--- config.mk ---
export PLATFORM = sky130hd
export DESIGN_NAME = noc_link_pipe_stage
export DESIGN_NICKNAME = d
export VERILOG_FILES = /design/src/rtl/noc_link_pipe_stage_pkg.sv /design/src/rtl/noc_link_fifo.sv /design/src/rtl/noc_link_pipe_stage.sv
export SDC_FILE = /design/constraint.sdc
export NUM_CORES = 1
export LEC_CHECK = 0
export ABC_AREA = 0
export BUFFER_PORTS_ARGS = -buffer_cell sky130_fd_sc_hd__buf_2
export CORE_MARGIN = 2
export CORE_UTILIZATION = 30
export CTS_CLUSTER_DIAMETER = 60
export DETAILED_ROUTE_END_ITERATION = 7
export PLACE_DENSITY = 0.47
export SLEW_MARGIN = 20
export SYNTH_ARGS = -nofsm -noshare
export SYNTH_HDL_FRONTEND = slang
export SYNTH_SLANG_ARGS = --single-unit
--- constraint.sdc ---
create_clock -name clk -period 12.4 [get_ports clk]
set_input_delay 3.1 -clock clk [delete_from_list [all_inputs] [get_ports clk]]
set_output_delay 3.1 -clock clk [all_outputs]
set_load 0.05 [all_outputs]
--- src/rtl/noc_link_pipe_stage_pkg.sv ---
// Shared definitions for the NoC link pipeline stage: flit width default,
// packet-tracker state encoding and performance-counter width.
package noc_link_pipe_stage_pkg;

   localparam int FLIT_WIDTH_DEF = 80;
   localparam int CNT_WIDTH      = 32;

   typedef enum logic {
      PKT_IDLE = 1'b0,
      PKT_BODY = 1'b1
   } pkt_state_e;

   // Storage word: tail marker sits above the flit payload.
   typedef struct packed {
      logic                      tail;
      logic [FLIT_WIDTH_DEF-1:0] flit;
   } flit_entry_t;

endpackage

--- src/rtl/noc_link_fifo.sv ---
// Circular flit FIFO for the link pipe stage; pointers wrap at DEPTH-1 so
// non-power-of-2 depths work. Exposes next-cycle fullness for a registered stall.
module noc_link_fifo #(
   parameter int W         = 81,
   parameter int DEPTH     = 4,
   parameter int LOG_DEPTH = 2
) (
   input  logic         clk,
   input  logic         rst,
   input  logic         push_i,
   input  logic [W-1:0] push_data_i,
   input  logic         pop_i,
   output logic [W-1:0] head_o,
   output logic         empty_o,
   output logic         full_next_o
);

   localparam logic [LOG_DEPTH-1:0] PTR_LAST = LOG_DEPTH'(DEPTH - 1);
   localparam logic [LOG_DEPTH:0]   CNT_FULL = (LOG_DEPTH + 1)'(DEPTH);

   logic [LOG_DEPTH-1:0] wr_ptr_q, wr_ptr_d;
   logic [LOG_DEPTH-1:0] rd_ptr_q, rd_ptr_d;
   logic [LOG_DEPTH:0]   count_q, count_d;
   logic                 do_push, do_pop;
   logic [DEPTH-1:0]     we;
   logic [W-1:0]         mem_q [DEPTH];

   assign do_push = push_i & (count_q != CNT_FULL);
   assign do_pop  = pop_i & (count_q != '0);

   for (genvar gi = 0; gi < DEPTH; gi++) begin : g_we
      assign we[gi] = do_push & (wr_ptr_q == LOG_DEPTH'(gi));
   end

   always_comb begin
      wr_ptr_d = wr_ptr_q;
      rd_ptr_d = rd_ptr_q;
      count_d  = count_q;
      if (do_push) begin
         wr_ptr_d = (wr_ptr_q == PTR_LAST) ? '0 : wr_ptr_q + LOG_DEPTH'(1);
      end
      if (do_pop) begin
         rd_ptr_d = (rd_ptr_q == PTR_LAST) ? '0 : rd_ptr_q + LOG_DEPTH'(1);
      end
      case ({do_push, do_pop})
         2'b10:   count_d = count_q + (LOG_DEPTH + 1)'(1);
         2'b01:   count_d = count_q - (LOG_DEPTH + 1)'(1);
         default: count_d = count_q;
      endcase
   end

   always_ff @(posedge clk or posedge rst) begin
      if (rst) begin
         wr_ptr_q <= '0;
         rd_ptr_q <= '0;
         count_q  <= '0;
      end else begin
         wr_ptr_q <= wr_ptr_d;
         rd_ptr_q <= rd_ptr_d;
         count_q  <= count_d;
      end
   end

   // Entries are cleared on reset so the head output reads zero straight away.
   always_ff @(posedge clk or posedge rst) begin
      if (rst) begin
         for (int i = 0; i < DEPTH; i++) mem_q[i] <= '0;
      end else begin
         for (int i = 0; i < DEPTH; i++) begin
            if (we[i]) mem_q[i] <= push_data_i;
         end
      end
   end

   assign head_o      = mem_q[rd_ptr_q];
   assign empty_o     = (count_q == '0);
   assign full_next_o = (count_d == CNT_FULL);

endmodule

--- src/rtl/noc_link_pipe_stage.sv ---
// Elastic NoC link stage: flit FIFO, registered stall, packet tracker, sticky
// overflow flag. Define NOC_LINK_PERF_CNT_EN to add flit/packet pop counters.
module noc_link_pipe_stage
   import noc_link_pipe_stage_pkg::*;
#(
   parameter int FLIT_WIDTH = FLIT_WIDTH_DEF,
   parameter int DEPTH      = 4,
   parameter int LOG_DEPTH  = 2
) (
   input  logic                  clk,
   input  logic                  rst,
   input  logic [FLIT_WIDTH-1:0] FLIT_in,
   input  logic                  VALID_in,
   input  logic                  FWDAUX1_in,
   output logic                  BWDAUX1_out,
   output logic                  BWDAUX2_out,
   output logic                  BWDAUX3_out,
   output logic [FLIT_WIDTH-1:0] FLIT_out,
   output logic                  VALID_out,
   output logic                  FWDAUX1_out,
   input  logic                  BWDAUX1_in,
   input  logic                  BWDAUX2_in,
   input  logic                  BWDAUX3_in,
   output logic                  pkt_active,
   output logic                  ovf_err
`ifdef NOC_LINK_PERF_CNT_EN
   ,
   output logic [CNT_WIDTH-1:0]  flit_cnt,
   output logic [CNT_WIDTH-1:0]  pkt_cnt
`endif
);

   logic                  stall_q, stall_d;
   logic                  bwd2_q, bwd3_q;
   logic                  ovf_q;
   pkt_state_e            state_q;
   logic                  accept, pop, fifo_empty;
   logic [FLIT_WIDTH:0]   head;

   // Stall is registered, so accept only needs the stall the sender also sees.
   assign accept = VALID_in & ~stall_q;
   assign pop    = ~fifo_empty & ~BWDAUX1_in;

   noc_link_fifo #(
      .W         (FLIT_WIDTH + 1),
      .DEPTH     (DEPTH),
      .LOG_DEPTH (LOG_DEPTH)
   ) u_fifo (
      .clk         (clk),
      .rst         (rst),
      .push_i      (accept),
      .push_data_i ({FWDAUX1_in, FLIT_in}),
      .pop_i       (pop),
      .head_o      (head),
      .empty_o     (fifo_empty),
      .full_next_o (stall_d)
   );

   always_ff @(posedge clk or posedge rst) begin
      if (rst) begin
         stall_q <= 1'b0;
         bwd2_q  <= 1'b0;
         bwd3_q  <= 1'b0;
         ovf_q   <= 1'b0;
      end else begin
         stall_q <= stall_d;
         bwd2_q  <= BWDAUX2_in;
         bwd3_q  <= BWDAUX3_in;
         ovf_q   <= ovf_q | (VALID_in & stall_q);
      end
   end

   always_ff @(posedge clk or posedge rst) begin
      if (rst) begin
         state_q <= PKT_IDLE;
      end else begin
         case (state_q)
            PKT_IDLE: if (accept && !FWDAUX1_in) state_q <= PKT_BODY;
            PKT_BODY: if (accept && FWDAUX1_in)  state_q <= PKT_IDLE;
            default:  state_q <= PKT_IDLE;
         endcase
      end
   end

`ifdef NOC_LINK_PERF_CNT_EN
   logic [CNT_WIDTH-1:0] flit_cnt_q, pkt_cnt_q;

   always_ff @(posedge clk or posedge rst) begin
      if (rst) begin
         flit_cnt_q <= '0;
         pkt_cnt_q  <= '0;
      end else begin
         if (pop) flit_cnt_q <= flit_cnt_q + CNT_WIDTH'(1);
         if (pop && head[FLIT_WIDTH]) pkt_cnt_q <= pkt_cnt_q + CNT_WIDTH'(1);
      end
   end

   assign flit_cnt = flit_cnt_q;
   assign pkt_cnt  = pkt_cnt_q;
`endif

   assign BWDAUX1_out = stall_q;
   assign BWDAUX2_out = bwd2_q;
   assign BWDAUX3_out = bwd3_q;
   assign VALID_out   = pop;
   assign FLIT_out    = head[FLIT_WIDTH-1:0];
   assign FWDAUX1_out = head[FLIT_WIDTH];
   assign pkt_active  = (state_q == PKT_BODY);
   assign ovf_err     = ovf_q;

endmodule

Word level (Yosys, flattened, before mapping)
Index checks and enable logic that the tools add are counted.
- $add $sub $neg: 4
- order comparisons: 1
- equality and inequality tests: 8
- multiplexer cells: 9
- bitwise operators: 15
- reduce and logical (&&, ||, !) cells: 6
- operators by type and width (cell ; number):
    $bmux 81 s2 ; 1
    $mux 81 ; 2
    $and 1x1->1 ; 9
    $eq 2x2->1 const B ; 4
    $pmux 3 s2 ; 1
    $add 2x1->2 const B ; 2
    $eq 2x1->1 const B ; 2
    $mux 2 ; 2
    $not 1->1 ; 4
    $add 3x1->3 const B ; 1
    $eq 3x3->1 const B ; 1
    $ge 3x3->1 const B ; 1
    $logic_not 3->1 ; 1
    $ne 3x3->1 const B ; 1
    $not 2->3 ; 1
    $reduce_bool 3->1 ; 1
    $sub 3x1->3 const B ; 1
    $logic_and 1x1->1 ; 2
    $logic_not 2->1 ; 1
    $mux 1 ; 2
    $pmux 1 s2 ; 1
    $logic_not 1->1 ; 1
    $or 1x1->1 ; 1
- register bits after elaboration: 336
- bits of input ports: 87
- output and inout port bits: 87
- logic and storage cells: 55

Longest topological paths before layout
- depth after elaboration: 7
- depth in mapped cells: 10
- depth with buffers taken out: 9

Cells and area by module
From an unflattened synthesis, not the netlist that was laid out.
- cell total of the unflattened synthesis: 836
- area total of the unflattened synthesis: 14735.4 µm²
- by module, submodules not included (module ; instances ; cells an instance ; area an instance (µm²) ; sequential area each (µm²)):
    noc_link_fifo ; 1 ; 825 ; 14566.5 ; 8282.9
    noc_link_pipe_stage ; 1 ; 11 ; 168.9 ; 125.1

Worst setup path before layout
OpenSTA, ideal clock, no wires.
- kind: input port to output port
- start: in BWDAUX1_in
- end: out VALID_out
- arrival time: 3871 ps
- data required time: 9300 ps
- path slack: 5429 ps
- stages: 1
- buffers on the path: 0
- cell sequence: nor2_1
- cells in the longest elaborated chain, start to end: 2
- RTL lines (element ; line ; source):
    start, declared ; noc_link_pipe_stage.sv:21 ; input logic BWDAUX1_in,
    $not 1->1 ; noc_link_pipe_stage.sv:42 ; assign pop = ~fifo_empty & ~BWDAUX1_in;
    $and 1x1->1 ; noc_link_pipe_stage.sv:42 ;
    end, declared ; noc_link_pipe_stage.sv:19 ; output logic VALID_out,
Every way passes these cells.

Worst setup path after layout
Same ends and word-level chain as after synthesis.

==> results.toml <==
[routing]
drt_iter0_drc = 325
num_vias = 7891
drt_wl_total_um = 35600
drt-pass1-iter-count = 6
wl_per_cell_um = 20.5
ant_nets = 0
vias_per_cell = 4.53
drc_errors = 0

[logic_synthesis]
ys_async_sr_fraction_pct = 100
synth_fa_ha_area_share_pct = 0.587
synth_top_family_by_area = "multiplexers"
yosysMostFrequentCell = "dfrtp_1"
synth_xor_xnor_area_share_pct = 0.108
syn-mean-instance-area_um2 = 19.4
synth_common_cells = "dfrtp_1, mux2_4, mux4_2, buf_12, buf_2"
synth_fp_nets = 929
yosys-top-cells-area = "dfrtp_1, mux2_4, mux4_2"
synth_compound_area_share_pct = 0.185
synth_simple_gate_area_share_pct = 0.711
postSynthCellCount = 835
yosysWarningCount = 0
synth_flop_cell = "dfrtp_1"
synth-edff-count = 0
yosysTopAreaCell = "dfrtp_1"
yosysTopAreaCellShare_pct = 51.9
ys_ff_latch = 336
syn-cell-area_um2 = 16200
muxShareOfSynthArea_pct = 41.5
synth-seq-area-share_pct = 51.9
synth_cell_types = 26

[global_routing]
grt.overflow.total = 0
grt_pass1_vias = 8960
grt_max_degree = 146
grt_pass1_wl_um = 56800
antenna_found_initial = 0
grtUsageTotal_pct = 13.1

[worst_setup_path]
startpoint = "BWDAUX1_in"
worst_setup_path_start_kind = "primary input"
cp_max_fo = 4
r2r-start = "u_fifo.count_q[0]"
crit_path_end_kind = "output port"
crit_required_ns = 9.30
arrival_ns = 3.79
path_class = "primary input to output port"

[timing]
fin_setup_tns_ns = 0
period_minus_slack_ns = 6.89
rsz0062_at_grt = "false"
slew_headroom_pct = 27.4
worst_slew_pin_slew_ns = 1.09
setup_viol = 0
finalHoldViolCount = 0
fin_crit_sh_pct = 55.6
fmax_mhz = 145
slew_viol_final = 0
worst_slack_ns = 5.51
finalClockSkew_ns = 0.0173

[min_path]
worstHoldPathType = "flop to flop"
hold_start = "ovf_err"

[layout]
antenna_cells = 0
fill_cells = 5125
stdcell_area_um2 = 18800
syn2layout_area_growth_pct = 15.9
ff_latch_area_um2 = 8420
fin_nets = 1108
multi_input_area_um2 = 7000
drive_gt1_share_pct = 64.6

[clock_network]
numCtsBuffers = 44
cts_hold_buf = 0
cts_root_buf = "clkbuf_16"
path_clk_slew_ns = 0.05
clockBufferDepth = 3
cts_resized = 0
cts_setup_buffers = 0
cts-htree-levels = 2
cts.sinks = 336
clock_latency_ns = 0.56
cts_tree = "yes"

[run_status]
status = "finished clean"

[placed_design]
placed_area_um2 = 17300
port_buffers = 173
dpl_worst_slack_ns = 5.51
place.gp.congestion = 0.692
dp_hpwl_um = 19500

[floorplanning]
num_io_pins = 174
core_um2 = 53600
initial_core_util_pct = 30.2
die_w_um = 236
rows = 85
die_h_um = 236
dieArea_um2 = 55900

[run]
cap_violations = 0
-- final timing paths --
kind,slack (ns),to,cells after the start
min in group asynchronous,2.78,u_fifo.mem_q[322],3
setup reg to reg,9.56,BWDAUX1_out,9
hold reg to reg,0.46,ovf_err,1
hold / removal,0.46,ovf_err,1
max in group asynchronous,8.11,u_fifo.mem_q[312],4
setup / recovery,5.51,VALID_out,3
-- critical path: stages --
cell    delay [ns]
buf_2         0.10
nor2_1        0.26
buf_2         0.33
-- area by class of cell --
type / instances / area share, %
timing repair buffer: 188 / 5.28
multi-input combinational: 437 / 37.3
tap: 696 / 4.64
clock inverter: 18 / 1.21
clock buffer: 59 / 6.60
sequential: 336 / 44.8
inverter: 7 / 0.160
-- cell families (layout without fill, tap and decap cells) --
kind of cell,after synthesis,after routing
mux,409,409
flops,336,336
buf+inv,62,272
simple gates,14,14
fa+ha+maj,7,7
compound gates,5,5
xor+xnor,2,2
-- state kept, by name (all words and copies together), names as in the netlist, named ones only --
name	flops
u_fifo.count_q	3
u_fifo.mem_q	324
u_fifo.wr_ptr_q	2
BWDAUX1_out	1
ovf_err	1
u_fifo.rd_ptr_q	2
BWDAUX3_out	1
BWDAUX2_out	1
-- layout by cell type, fill, tap and decap left out, drive strengths merged --
master and count:
a211oi 1, a21o 1, buf 188, bufinv 4, clkbuf 59, clkinv 7
clkinvlp 5, dfrtp 336, fa 1, ha 6, inv 9, mux2 327
mux2i 1, mux4 81, nand2 2, nand2b 1, nor2 3, nor3 1
nor3b 5, o21ai 3, or3 1, or4 1, xnor2 1, xor2 1
-- per-stage QoR --
step | std cells | hold slack (ns) | util (%)
global route | 1741 | 0.489 | 35.0
floorplan | 835 | 0.475 | -
CTS | 1741 | 0.462 | 35.0
global placement | 1664 | 0.435 | 32.3
detailed placement | 1664 | 0.444 | 32.3
finish | 1741 | 0.463 | 35.0
-- metal layers --
layer,part of all wire (%),global-route usage (%),wire length (um)
met2,45,19.2,15900
met4,1.7,3.78,622
met3,4.6,3.17,1660
met5,0,0,0
met1,49,19.0,17500
Power is left out: the tool's default activity adds up to more than one toggle a clock period on the data nets, which glitch-free logic cannot reach.
